**src/rtl/keypad_pkg.sv**
```systemverilog
// Shared definitions for the keypad scanner: FSM encoding, key width,
// status bit positions and small decode helpers for active-low buses.
package keypad_pkg;

   typedef enum logic [1:0] {
      SCAN     = 2'd0,
      PRESS_DB = 2'd1,
      HELD     = 2'd2,
      REL_DB   = 2'd3
   } kp_state_e;

   localparam int KEY_W    = 4;

   localparam int ST_VALID = 0;
   localparam int ST_FULL  = 1;
   localparam int ST_OVF   = 2;

   localparam logic [3:0] ROW_RST = 4'b1110;

   // True when exactly one line of an active-low bus is asserted.
   function automatic logic single_low(input logic [3:0] v);
      return ($countones(~v) == 1);
   endfunction

   // Index of the lowest asserted (low) line of an active-low bus.
   function automatic logic [1:0] low_idx(input logic [3:0] v);
      logic [1:0] idx;
      idx = 2'd0;
      for (int i = 3; i >= 0; i--) begin
         if (!v[i]) idx = 2'(i);
      end
      return idx;
   endfunction

endpackage

```
**src/rtl/key_fifo.sv**
```systemverilog
// Small synchronous FIFO for key codes. A pop on empty is ignored; a push
// on full is accepted only when a pop frees a slot in the same cycle.
module key_fifo #(
   parameter int DATA_W     = 4,
   parameter int FIFO_DEPTH = 4
) (
   input  logic              clk,
   input  logic              rst_n,
   input  logic              push,
   input  logic              pop,
   input  logic [DATA_W-1:0] din,
   output logic [DATA_W-1:0] head,
   output logic              empty,
   output logic              full
);

   localparam int PTR_W = $clog2(FIFO_DEPTH);
   localparam int CNT_W = PTR_W + 1;

   logic [DATA_W-1:0] mem [FIFO_DEPTH];
   logic [PTR_W-1:0]  wr_ptr;
   logic [PTR_W-1:0]  rd_ptr;
   logic [CNT_W-1:0]  count;
   logic              do_push;
   logic              do_pop;

   assign empty   = (count == '0);
   assign full    = (count == CNT_W'(FIFO_DEPTH));
   assign do_pop  = pop & ~empty;
   assign do_push = push & (~full | do_pop);
   assign head    = mem[rd_ptr];

   // Storage write; contents are qualified by count, so no reset needed.
   always_ff @(posedge clk) begin
      if (do_push) mem[wr_ptr] <= din;
   end

   // Pointer and occupancy bookkeeping; pointers wrap naturally.
   always_ff @(posedge clk or negedge rst_n) begin
      if (!rst_n) begin
         wr_ptr <= '0;
         rd_ptr <= '0;
         count  <= '0;
      end else begin
         if (do_push) wr_ptr <= wr_ptr + PTR_W'(1);
         if (do_pop)  rd_ptr <= rd_ptr + PTR_W'(1);
         case ({do_push, do_pop})
            2'b10:   count <= count + CNT_W'(1);
            2'b01:   count <= count - CNT_W'(1);
            default: count <= count;
         endcase
      end
   end

endmodule

```
**src/rtl/keypad_scan_fifo.sv**
```systemverilog
// 4x4 keypad front end: row scanner with press/release debounce, key code
// queue, and a CPU read port (status or FIFO head) with edge-detected pop.
module keypad_scan_fifo
   import keypad_pkg::*;
#(
   parameter int SCAN_DIV     = 1000,
   parameter int DEBOUNCE_CNT = 50000,
   parameter int FIFO_DEPTH   = 4
) (
   input  logic             clk,
   input  logic             rst_n,
   output logic [3:0]       rowwrite,
   input  logic [3:0]       colread,
   input  logic             ack,
   input  logic             statusordata,
   output logic [KEY_W-1:0] keyout
);

   localparam int SC_W = $clog2(SCAN_DIV + 1);
   localparam int DB_W = $clog2(DEBOUNCE_CNT + 1);

   kp_state_e        state_q, state_d;
   logic [3:0]       row_q, row_d;
   logic [SC_W-1:0]  scan_cnt_q, scan_cnt_d;
   logic [DB_W-1:0]  db_cnt_q, db_cnt_d;
   logic [3:0]       col_q, col_d;
   logic [KEY_W-1:0] code_q, code_d;
   logic             push_q, push_d;
   logic             ack_d;
   logic             ovf_q;
   logic             pop;
   logic [KEY_W-1:0] head;
   logic             empty;
   logic             full;
   logic [KEY_W-1:0] status;

   assign rowwrite = row_q;

   // Scanner next-state and counter updates.
   always_comb begin
      state_d    = state_q;
      row_d      = row_q;
      scan_cnt_d = scan_cnt_q;
      db_cnt_d   = db_cnt_q;
      col_d      = col_q;
      code_d     = code_q;
      push_d     = 1'b0;
      unique case (state_q)
         SCAN: begin
            if (scan_cnt_q == SC_W'(SCAN_DIV - 1)) begin
               scan_cnt_d = '0;
               // Ghosted (multi-low) or idle columns just advance the scan.
               if (single_low(colread)) begin
                  col_d    = colread;
                  code_d   = {low_idx(row_q), low_idx(colread)};
                  db_cnt_d = '0;
                  state_d  = PRESS_DB;
               end else begin
                  row_d = {row_q[2:0], row_q[3]};
               end
            end else begin
               scan_cnt_d = scan_cnt_q + SC_W'(1);
            end
         end
         PRESS_DB: begin
            if (colread != col_q) begin
               scan_cnt_d = '0;
               state_d    = SCAN;
            end else if (db_cnt_q == DB_W'(DEBOUNCE_CNT - 1)) begin
               push_d  = 1'b1;
               state_d = HELD;
            end else begin
               db_cnt_d = db_cnt_q + DB_W'(1);
            end
         end
         HELD: begin
            if (colread == 4'hF) begin
               db_cnt_d = '0;
               state_d  = REL_DB;
            end
         end
         REL_DB: begin
            if (colread != 4'hF) begin
               state_d = HELD;
            end else if (db_cnt_q == DB_W'(DEBOUNCE_CNT - 1)) begin
               row_d      = {row_q[2:0], row_q[3]};
               scan_cnt_d = '0;
               state_d    = SCAN;
            end else begin
               db_cnt_d = db_cnt_q + DB_W'(1);
            end
         end
         default: state_d = SCAN;
      endcase
   end

   // Scanner control registers.
   always_ff @(posedge clk or negedge rst_n) begin
      if (!rst_n) begin
         state_q    <= SCAN;
         row_q      <= ROW_RST;
         scan_cnt_q <= '0;
         db_cnt_q   <= '0;
         push_q     <= 1'b0;
      end else begin
         state_q    <= state_d;
         row_q      <= row_d;
         scan_cnt_q <= scan_cnt_d;
         db_cnt_q   <= db_cnt_d;
         push_q     <= push_d;
      end
   end

   // Latched column pattern and key code of the candidate press.
   always_ff @(posedge clk) begin
      col_q  <= col_d;
      code_q <= code_d;
   end

   // One pop per rising edge of ack, only when there is something to pop.
   assign pop = ack & ~ack_d & ~empty;

   // Ack edge detector and sticky overflow; a dropping push beats a clear.
   always_ff @(posedge clk or negedge rst_n) begin
      if (!rst_n) begin
         ack_d <= 1'b0;
         ovf_q <= 1'b0;
      end else begin
         ack_d <= ack;
         if (push_q & full & ~pop) ovf_q <= 1'b1;
         else if (pop)             ovf_q <= 1'b0;
      end
   end

   key_fifo #(
      .DATA_W     (KEY_W),
      .FIFO_DEPTH (FIFO_DEPTH)
   ) u_fifo (
      .clk   (clk),
      .rst_n (rst_n),
      .push  (push_q),
      .pop   (pop),
      .din   (code_q),
      .head  (head),
      .empty (empty),
      .full  (full)
   );

   // CPU read mux: status word or FIFO head (zero when empty).
   always_comb begin
      status           = '0;
      status[ST_VALID] = ~empty;
      status[ST_FULL]  = full;
      status[ST_OVF]   = ovf_q;
      if (statusordata) keyout = status;
      else if (empty)   keyout = '0;
      else              keyout = head;
   end

endmodule
```
**config.mk**
```make
export PLATFORM = sky130hd
export DESIGN_NAME = keypad_scan_fifo
export DESIGN_NICKNAME = d
export VERILOG_FILES = /design/src/rtl/keypad_pkg.sv /design/src/rtl/key_fifo.sv /design/src/rtl/keypad_scan_fifo.sv
export SDC_FILE = /design/constraint.sdc
export NUM_CORES = 1
export LEC_CHECK = 0
export ABC_AREA = 1
export CORE_MARGIN = 3
export CORE_UTILIZATION = 50
export CTS_CLUSTER_DIAMETER = 100
export DETAILED_ROUTE_END_ITERATION = 8
export PLACE_DENSITY = 0.68
export SLEW_MARGIN = 25
export SYNTH_ARGS = -nofsm -noshare
export SYNTH_HDL_FRONTEND = slang
export SYNTH_SLANG_ARGS = --single-unit
```
**constraint.sdc**
```tcl
create_clock -name clk -period 2.7 [get_ports clk]
set_clock_uncertainty 0.1 [all_clocks]
set_input_delay 0.675 -clock clk [delete_from_list [all_inputs] [get_ports clk]]
set_output_delay 0.675 -clock clk [all_outputs]
set_load 0.03 [all_outputs]
```
==> results.py <==
metrics = {
    "status": {
        "status": "completed",
    },
    "logic_synthesis": {
        "synth_cells": 499,
        "synth_seq_cells": 66,
        "synth_edf_count": 24,
        "synth_flop_cell": "dfrtp_1",
        "synth_top_cell_area_share_pct": 24.90,
        "syn_area_um2": 3920,
        "synthArstFlopShare_pct": 63.64,
        "ys_types": 36,
        "yosys_warnings": 0,
        "synth.avg_cell_area_um2": 7.856,
        "synth.largest_area_cell": "dfrtp_1",
        "ys_seq_area_share_pct": 45.29,
        "syn-num-nets": 524,
        "synth_area_leaders": "dfrtp_1 (25%), edfxtp_1 (18%), nand2_1 (14%)",
    },
    "finish": {
        "final_cell_mix": "nand2_1 (145), nor2_1 (71), inv_1 (55), dfrtp_1 (39), nand3_1 (35)",
        "layout-drive-gt1-share_pct": 14.36,
        "fin_cells": 642,
        "final_net_count": 563,
        "layout_commonest_cell": "nand2_1",
        "design_area_um2": 4492,
        "synthToLayoutAreaGrowth_pct": 14.59,
        "num_antenna_cells": 0,
        "final_core_util_pct": 60.32,
        "nFillCells": 686,
    },
    "global_route": {
        "antenna_found_initial": 0,
        "grtUsageTotal_pct": 20.60,
        "grt-ovfl-total": 0,
        "grt_max_degree": 19,
        "grt_pass1_vias": 3105,
        "grt_first_pass_wirelength_um": 14440,
    },
    "die": {
        "dieHeight_um": 94.55,
        "rows": 31,
        "initial_core_util_pct": 52.64,
        "io_pins": 16,
        "fp.dieW_um": 94.55,
        "dieArea_um2": 8939,
        "core_area_um2": 7447,
    },
    "timing": {
        "max-slew-margin-rel_pct": 72.24,
        "rsz0062_at_grt": "no",
        "final.period_utilization_pct": 94.42,
        "worstMarginPinSlew_ns": 0.4149,
        "timing.fmax_mhz": 392.3,
        "setup_ws_ns": 0.1506,
        "min_period_ns": 2.549,
        "setup_viol": 0,
        "hold_viol": 0,
        "slew_violations": 0,
    },
    "clocking": {
        "cts_root_buffer": "clkbuf_8",
        "clock_latency_ns": 0.34,
        "tritoncts": "done",
        "cts_made_buffers": 9,
        "h-tree-depth": 3,
        "cts_sinks": 66,
        "clk_pin_slew_ns": 0.08,
        "cts_hold_buffers": 0,
        "cts_max_path_buffers": 2,
    },
    "critical_path": {
        "crit_buf_inv": 2,
        "crit_chain": "inv_1 -> nor2_1 -> o22ai_1 -> nand3_1 -> o21ai_0 -> buf_4",
        "cp_top_family": "flip-flops",
        "path_class": "reg2out",
        "cp_slowest_cell": "dfrtp_1",
        "arrival_ns": 1.77,
        "ff2ff_path_depth": 9,
        "start_kind": "flip-flop",
        "cp.depth": 6,
        "cpPeakStageDelay_ns": 0.49,
        "crit_fanout": 10,
        "end_kind": "primary output",
        "crit_required_ns": 1.92,
    },
    "placement": {
        "dp.cells": 623,
        "port_buffers": 15,
        "post_dp_cell_area_um2": 4259,
        "dp_hpwl_um": 5839,
        "place_congestion": 0.8483,
        "dp_worst_setup_slack_ns": -0.6396,
    },
    "pwr": {
        "power.internal_mw": 1.591,
        "vdd_drop_max_uv": 218.1,
        "comb_power_share_pct": 19.1,
        "finalPower_mw": 2.349,
        "p_switching_mw": 0.7588,
        "p_per_area_nw_per_um2": 523.0,
        "swShare_pct": 32.30,
        "seqPwrFrac_pct": 47.8,
        "leakage_nw": 2.086,
        "clock_power_share_pct": 33.2,
    },
    "route": {
        "routed_wl_um": 8351,
        "postRouteAntennaNets": 0,
        "routedWlPerCell_um": 13.01,
        "viasPerCell": 5.162,
        "drcViolationCount": 0,
        "vias": 3314,
        "first_pass_iters": 4,
        "drt-initial-drc-count": 169,
    },
    "flow_run": {
        "cap_violations": 0,
    },
    "hold_path": {
        "hp-class": "in2async",
    },
}
-- cell type report --
cell class	instances	area, um^2	share of cell area [%]
inverter	59	221.5	4.930
clock inverter	7	62.56	1.393
tap	99	123.9	2.758
sequential	66	1775	39.53
clock buffer	9	123.9	2.758
multi-input combinational	370	1937	43.12
timing repair buffer	32	247.7	5.515
-- state kept, by name (all words and copies together), names as in the netlist, 2 cells and up --
name and count:
u_fifo.count 3, code_q 4, db_cnt_q 16, col_q 4
u_fifo.rd_ptr 2, u_fifo.mem 16, rowwrite 4, u_fifo.wr_ptr 2
state_q 2, scan_cnt_q 10
-- cells by family (layout without fill, tap and decap cells) --
kind of cell / after synthesis / in the layout / share of synthesized area, %
and+or+nand+nor: 286 / 289 / 31.79
DFF: 66 / 66 / 45.29
buffers and inverters: 66 / 107 / 6.990
AOI/OAI and AO/OA: 50 / 50 / 6.990
adders and majority gates: 17 / 17 / 5.809
xor gates and xnor gates: 14 / 14 / 3.128
-- what timing repair did --
action	4_1_cts	5_1_grt
pin swaps	9	9
cloned	3	0
gates resized for setup	14	7
endpoints found under the setup margin	30	16
setup buffers	0	0
-- layer usage --
| metal | track usage, % | vias up | part of all wire, % |
|---|---|---|---|
| li1 | - | 1676 | - |
| met1 | 27.89 | 1553 | 47 |
| met2 | 33.22 | 74 | 47 |
| met3 | 4.143 | 11 | 4.3 |
| met4 | 6.731 | 0 | 1.5 |
| met5 | 0 | - | 0 |
-- synthesized netlist by cell type, types with 2 or more instances --
master and n:
a21boi_0 3, a21oi_1 8, buf_4 2, clkbuf_1 2, dfrtp_1 39, dfstp_2 3
edfxtp_1 24, fa_1 2, ha_1 15, inv_1 56, inv_2 3, nand2_1 148
nand2_2 3, nand2_4 2, nand3_1 36, nand3_2 4, nand3b_1 2, nand4_1 6
nor2_1 71, nor2_2 4, nor3_1 3, nor3_2 2, o21ai_0 27, o21ai_1 4
o21bai_1 3, o22ai_1 4, or2_2 2, xnor2_1 4, xor2_1 10
-- through the flow --
step / setup TNS, ns / hold WS [ns]
finish: 0 / 0.1282
global route: 0 / 0.1284
CTS: 0 / 0.1279
detailed placement: -16.54 / 0.3865
global placement: -15.01 / 0.3771
floorplan: -0.1522 / 0.2794
-- worst paths after layout --
check	start	to	slack, ns
setup / recovery	u_fifo.rd_ptr[0]	keyout[1]	0.15
hold / removal	rst_n	u_fifo.rd_ptr[1]	0.13
setup reg to reg	u_fifo.count[0]	u_fifo.count[2]	0.63
hold reg to reg	rowwrite[3]	rowwrite[3]	0.40
max in group asynchronous	rst_n	rowwrite[3]	1.77
min in group clk	rowwrite[3]	rowwrite[3]	0.40
-- power groups by stage --
stage	logic, mW	registers, mW	clock network, mW
finish	0.448	1.12	0.780
global route	0.502	1.13	0.845
CTS	0.451	1.12	0.804
detailed placement	0.433	1.14	0
global placement	0.419	1.14	0
floorplan	0.298	1.12	0
No activity file was read; power rests on OpenSTA's default activity.
